**src/rtl/seq_det_pkg.sv**
```systemverilog
// -----------------------------------------------------------------------------
// seq_det_pkg
// Shared definitions for the parametrised serial pattern detector:
//   - len_w()           : width of a pattern-length field for a given MAX_LEN
//   - DEF_* constants   : default geometry and reset configuration
//   - ovl_mode_e        : OVL_ON / OVL_OFF overlap selection
//   - out_mode_e        : OUT_MEALY / OUT_MOORE output selection
// -----------------------------------------------------------------------------
package seq_det_pkg;

    // Length field must hold 0..max_len inclusive.
    function automatic int len_w(input int max_len);
        return $clog2(max_len + 1);
    endfunction

    localparam int       DEF_MAX_LEN     = 8;
    localparam int       DEF_CNT_W       = 8;
    localparam logic [7:0] DEF_RST_PATTERN = 8'b0000_0111;
    localparam int       DEF_RST_LEN     = 4;
    localparam logic     DEF_RST_OVERLAP = 1'b0;
    localparam logic     DEF_RST_MEALY   = 1'b1;

    typedef enum logic {
        OVL_OFF = 1'b0,
        OVL_ON  = 1'b1
    } ovl_mode_e;

    typedef enum logic {
        OUT_MOORE = 1'b0,
        OUT_MEALY = 1'b1
    } out_mode_e;

endpackage

```
**src/rtl/seq_det_sat_cnt.sv**
```systemverilog
// -----------------------------------------------------------------------------
// seq_det_sat_cnt
// Saturating up-counter with synchronous clear.
// Ports:
//   clk  : clock, rising edge
//   rst  : synchronous active-high reset, count <= 0
//   clr  : synchronous clear, wins over inc
//   inc  : increment request; ignored once the count is all ones
//   cnt  : registered count value
// -----------------------------------------------------------------------------
module seq_det_sat_cnt #(
    parameter int W = 8
) (
    input  logic         clk,
    input  logic         rst,
    input  logic         clr,
    input  logic         inc,
    output logic [W-1:0] cnt
);

    localparam logic [W-1:0] CNT_MAX = {W{1'b1}};

    // Count register: reset/clear to zero, otherwise saturating increment.
    always_ff @(posedge clk) begin
        if (rst) begin
            cnt <= {W{1'b0}};
        end else if (clr) begin
            cnt <= {W{1'b0}};
        end else if (inc && (cnt != CNT_MAX)) begin
            cnt <= cnt + W'(1);
        end else begin
            cnt <= cnt;
        end
    end

endmodule

```
**src/rtl/seq_detector_param.sv**
```systemverilog
// -----------------------------------------------------------------------------
// seq_detector_param
// Serial pattern detector with a runtime-loadable pattern of 1..MAX_LEN bits,
// selectable overlap and Mealy/Moore output, and a saturating match counter.
// Ports:
//   clk, rst     : clock and synchronous active-high reset
//   In, in_valid : serial data bit and its qualifier
//   cfg_load     : one-cycle strobe loading cfg_pattern/len/overlap/mealy
//   cfg_pattern  : right-aligned pattern, cfg_pattern[len-1] received first
//   cfg_len      : pattern length (1..MAX_LEN accepted)
//   cfg_overlap  : 1 = overlapping matches allowed
//   cfg_mealy    : 1 = Mealy output, 0 = Moore output
//   cnt_clr      : clears match_cnt (wins over a coincident hit)
//   out          : detect pulse
//   match_cnt    : saturating count of matches
//   cfg_err      : one-cycle pulse after a rejected load
// -----------------------------------------------------------------------------
module seq_detector_param
    import seq_det_pkg::*;
#(
    parameter int                 MAX_LEN     = DEF_MAX_LEN,
    parameter int                 CNT_W       = DEF_CNT_W,
    parameter logic [MAX_LEN-1:0] RST_PATTERN = MAX_LEN'(DEF_RST_PATTERN),
    parameter int                 RST_LEN     = DEF_RST_LEN,
    parameter logic               RST_OVERLAP = DEF_RST_OVERLAP,
    parameter logic               RST_MEALY   = DEF_RST_MEALY,
    localparam int                LEN_W       = len_w(MAX_LEN)
) (
    input  logic               clk,
    input  logic               rst,
    input  logic               In,
    input  logic               in_valid,
    input  logic               cfg_load,
    input  logic [MAX_LEN-1:0] cfg_pattern,
    input  logic [LEN_W-1:0]   cfg_len,
    input  logic               cfg_overlap,
    input  logic               cfg_mealy,
    input  logic               cnt_clr,
    output logic               out,
    output logic [CNT_W-1:0]   match_cnt,
    output logic               cfg_err
);

    // The oldest history bit can never take part in a compare (the newest
    // compared bit is always In itself), so only MAX_LEN-1 bits are kept.
    logic [MAX_LEN-2:0] hist_r;
    logic [LEN_W-1:0]   fill_r;
    logic [MAX_LEN-1:0] pattern_r;
    logic [LEN_W-1:0]   len_r;
    ovl_mode_e          overlap_r;
    out_mode_e          mealy_r;
    logic               out_q_r;
    logic               cfg_err_r;

    logic               accept_s;
    logic               load_bad_s;
    logic               fill_ok_s;
    logic [MAX_LEN-1:0] window_s;
    logic [MAX_LEN-1:0] mask_s;
    logic               hit_s;

    // Bit acceptance, load validation and the masked pattern compare.
    always_comb begin
        accept_s   = in_valid && !cfg_load && !rst;
        load_bad_s = (cfg_len == {LEN_W{1'b0}}) || (cfg_len > LEN_W'(MAX_LEN));
        window_s   = {hist_r, In};
        mask_s     = {MAX_LEN{1'b0}};
        for (int i = 0; i < MAX_LEN; i++) begin
            mask_s[i] = (LEN_W'(i) < len_r);
        end
        // len_r is never 0 (rejected loads leave it untouched), so len_r-1
        // cannot wrap.
        fill_ok_s = (fill_r >= (len_r - LEN_W'(1)));
        hit_s     = accept_s && fill_ok_s &&
                    (((window_s ^ pattern_r) & mask_s) == {MAX_LEN{1'b0}});
    end

    // History, fill, configuration, Moore output and error-pulse registers.
    always_ff @(posedge clk) begin
        if (rst) begin
            hist_r    <= {(MAX_LEN-1){1'b0}};
            fill_r    <= {LEN_W{1'b0}};
            pattern_r <= RST_PATTERN;
            len_r     <= LEN_W'(RST_LEN);
            overlap_r <= ovl_mode_e'(RST_OVERLAP);
            mealy_r   <= out_mode_e'(RST_MEALY);
            out_q_r   <= 1'b0;
            cfg_err_r <= 1'b0;
        end else begin
            // hit_s is 0 in a load cycle, which also clears the Moore register.
            out_q_r   <= hit_s;
            cfg_err_r <= cfg_load && load_bad_s;
            if (cfg_load) begin
                if (!load_bad_s) begin
                    pattern_r <= cfg_pattern;
                    len_r     <= cfg_len;
                    overlap_r <= ovl_mode_e'(cfg_overlap);
                    mealy_r   <= out_mode_e'(cfg_mealy);
                    fill_r    <= {LEN_W{1'b0}};
                end
            end else if (accept_s) begin
                hist_r <= window_s[MAX_LEN-2:0];
                if (hit_s && (overlap_r == OVL_OFF)) begin
                    fill_r <= {LEN_W{1'b0}};
                end else if (fill_r != LEN_W'(MAX_LEN)) begin
                    fill_r <= fill_r + LEN_W'(1);
                end
            end
        end
    end

    seq_det_sat_cnt #(
        .W (CNT_W)
    ) u_match_cnt (
        .clk (clk),
        .rst (rst),
        .clr (cnt_clr),
        .inc (hit_s),
        .cnt (match_cnt)
    );

    assign out     = (mealy_r == OUT_MEALY) ? (hit_s && !rst) : out_q_r;
    assign cfg_err = cfg_err_r;

endmodule

```
**config.mk**
```make
export PLATFORM = sky130hd
export DESIGN_NAME = seq_detector_param
export DESIGN_NICKNAME = d
export VERILOG_FILES = /design/src/rtl/seq_det_pkg.sv /design/src/rtl/seq_det_sat_cnt.sv /design/src/rtl/seq_detector_param.sv
export SDC_FILE = /design/constraint.sdc
export NUM_CORES = 1
export LEC_CHECK = 0
export CORE_MARGIN = 2
export CORE_UTILIZATION = 29
export CTS_BUF_LIST = sky130_fd_sc_hd__clkbuf_2 sky130_fd_sc_hd__clkbuf_4 sky130_fd_sc_hd__clkbuf_8
export DETAILED_ROUTE_END_ITERATION = 8
export PLACE_DENSITY = 0.51
export SLEW_MARGIN = 0
export SYNTH_ARGS = -nofsm -noshare
export SYNTH_HDL_FRONTEND = slang
export SYNTH_SLANG_ARGS = --single-unit
```
**constraint.sdc**
```tcl
create_clock -name clk -period 2.6 [get_ports clk]
set_input_delay 0.39 -clock clk [delete_from_list [all_inputs] [get_ports clk]]
set_output_delay 0.39 -clock clk [all_outputs]
set_load 0.02 [all_outputs]
```
==> impl_metrics.csv, run 1 <==
group,metric,value,unit
final_layout,drive_above_1_share,22.8,%
global_route,grt_max_degree,26,
clocking,cts_hold_buf,0,
timing,hold_viol,0,
worst_hold_path,min_delay_path_depth,2,
floorplanning,initial_core_util,29.9,%
critical_path,crit_family,"adder cells",
synth,synth_top_flop_cell,"dfxtp_1",
final_layout,area_growth_syn_to_layout,38.4,%
critical_path,cpPeakStageDelay,0.38,ns
final_layout,multi_input_area,0.00120,mm2
global_route,grt_pass1_wl,7510,um
timing,max_slew_margin,70.9,%
floorplanning,design.core.area,0.00635,mm2
critical_path,slowest_stage,"dfxtp_4",
floorplanning,die_h,84.9,um
pwr,p_seq_share,44.0,%
timing,rsz0062_at_grt,"yes",
global_route,antenna_found_initial,0,
pwr,p_leak,1.03,nW
place,dp.cells,337,
route,vias,1682,
synth,synth_fa_ha_area_share,6.59,%
final_layout,n_antenna_cell,0,
place,numPortBuffers,29,
synth,ys_seq_area_share,36.9,%
clocking,clk_pin_slew,0.08,ns
timing,setup_viol_count_final,0,
floorplanning,ios,30,
critical_path,crit_fanout,4,
status,status,"completed",
route,ant_nets,0,
place,hpwl,3370,um
timing,fin_hold_ws,0.470,ns
synth,ys.warnings.count,0,
timing,fmaxAchievable,388,MHz
clocking,cts_buffer_depth,2,
run,max_cap_viol_count,0,
critical_path,critPathKind,"reg2out",
timing,fin_crit_sh,99.1,%
critical_path,end_kind,"output pin",
pwr,clockPowerShare,38.8,%
synth,synth.mux.area_fraction,3.23,%
synth,synth_compound_area_share,13.7,%
pwr,internal_power,0.000955,W
synth,synth_simple_gate_area_share,28.3,%
timing,fin_setup_tns,0,ns
critical_path,r2r_cells,12,
route,dr.pass1.iters,4,
timing,finClkSkew,0.00270,ns
place,place_congestion,0.792,
clocking,root_buffer,"clkbuf_8",
critical_path,crit_path_cell_trace,"inv_4 -> ha_4 -> ha_4 -> a2111oi_4 -> nor3_2 -> and3_4 -> mux2_4 -> buf_6",
pwr,irDropWorstVdd,0.000270,V
critical_path,arrival,2.19,ns
synth,ys_ff_latch,35,
floorplanning,die_area,0.00721,mm2
worst_hold_path,hp-class,"reg2reg",
clocking,cts_made_buffers,5,
timing,period_needed,2.58,ns
clocking,clkLatencyLatePin,0.29,ns
floorplanning,rows,29,
final_layout,final_common_cell,"dfxtp_1",
critical_path,cp-start-kind,"flop",
clocking,cts.htree.levels,2,
synth,synth_cell_types,45,
final_layout,final_cell_mix,"dfxtp_1, nand2_1, clkdlybuf4s50_1",
global_route,grt_overflow,0,
route,viasPerCell,4.88,
pwr,p_switching,0.000329,W
clocking,clock_sinks,35,
synth,syn_area_per_cell,8.75,um2
global_route,grt_pass1_vias,1631,
synth,synth_edf_count,0,
route,drc,0,
synth,netlist_area,0.00190,mm2
route,routed_wl,4480,um
synth,synthesis.instances,217,
synth,synth_fp_nets,247,
critical_path,critPathBufInv,2,
final_layout,nets,297,
floorplanning,die_w,84.9,um
clocking,cts_tree,"yes",
global_route,grt_use_total,13.2,%
route,drt_iter0_drc,57,
timing,worst_pin_slew,0.434,ns
final_layout,seqCellArea,706,um2
final_layout,fill_cells,632,
route,wl_per_cell,13.0,um
synth,synth_top_family_by_area,"simple AND/OR/NAND/NOR gates",
critical_path,required,2.21,ns
timing,drv_slew,0,
pwr,powerDensity,489,mW/mm2
critical_path,crit_path_frequent_cell,"ha_4",
critical_path,worst-path-stages,8,
synth,async_reset_ff_share,0,%
pwr,pwr-share-comb,17.2,%
synth,synthXorXnorAreaFrac,6.00,%
pwr,switching_share,25.6,%
final_layout,stdcell_count,345,
-- metrics by stage --
stage	setup slack (ns)	utilization, %	instance area (um2)	total power [W]
final	0.0237	41.4	2630	0.00128
after floorplan	0.123	-	1900	0.000690
after global routing	-0.0292	41.4	2630	0.00135
after global placement	-0.301	37.9	2410	0.000777
after detailed placement	-0.292	37.9	2410	0.000778
after CTS	0.00776	40.6	2580	0.00130
-- cell families (layout without fill, tap and decap cells) --
kind of cell	after synthesis	count (layout)
simple gates	98	98
mux	6	6
xor+xnor	13	13
compound gates	36	36
flops	35	35
fa+ha+maj	10	10
buf+inv	19	70
-- routing by layer --
metal	up-vias	global-route usage [%]	routed length, um
li1	855	-	-
met2	40	22.3	2110
met5	-	0	0
met3	7	3.11	206
met4	0	5.63	69
met1	780	16.0	2090
-- sequential cells by signal (all words and copies together) (netlist names) --
register,flops
pattern_r,8
u_match_cnt.cnt,8
hist_r,7
fill_r,4
len_r,4
cfg_err,1
mealy_r,1
out_q_r,1
overlap_r,1
-- final cells by class --
type	instances	share of cell area, %
clock buffers	5	2.62
clock inverters	3	1.67
inverters	7	1.10
multi-input cells	163	45.6
flip-flops and latches	35	26.9
well taps	77	3.67
repair buffers	55	18.5
-- power groups by stage --
stage	combinational, W	clock [W]	sequential (W)
6_report	0.000220	0.000499	0.000565
5_1_grt	0.000241	0.000538	0.000566
4_1_cts	0.000216	0.000518	0.000564
3_5_place_dp	0.000202	0	0.000576
3_3_place_gp	0.000201	0	0.000576
2_1_floorplan	0.000114	0	0.000576
-- synthesized netlist by cell type (all sizes together) (3+ instances only) --
master | number | share of area [%]
mux2i | 5 | 2.6
dfxtp | 35 | 37
nor3 | 4 | 1.1
o31ai | 3 | 1.2
nand3 | 18 | 5.0
inv | 7 | 1.4
xor2 | 4 | 1.8
a21oi | 15 | 4.0
nand3b | 11 | 4.4
o21ai | 5 | 1.3
nand2 | 32 | 7.2
or3 | 3 | 1.1
a22oi | 3 | 1.9
xnor2 | 9 | 4.2
clkbuf | 5 | 0.99
ha | 10 | 6.6
buf | 7 | 2.8
or4 | 3 | 1.2
nor2 | 14 | 3.6
nand2b | 3 | 0.99
-- worst min-delay path, stage by stage (launching register included) --
cell and delay (ns):
dfxtp_1 0.32, nand2_1 0.05, a21oi_1 0.05
-- timing repair --
action	in CTS	in global routing
resized for setup	16	11
setup endpoints to repair	4	6
cloned	0	0
setup buffers	0	0
pin swaps	5	6
-- path summary, 6_finish.rpt --
check	endpoint	slack (ns)	startpoint
max reg2reg	u_match_cnt.cnt[7]	0.14	len_r[1]
min	pattern_r[5]	0.47	pattern_r[5]
min reg2reg	pattern_r[5]	0.47	pattern_r[5]
max	out	0.02	len_r[0]
Note: power is estimated with default switching activity, not from simulation.
==> inputs of run 2 (changes only) <==
CAP_MARGIN = 20   (was unset)
==> results of run 2 <==
No change in the layout: final DEF, timing and power equal those of run 1.
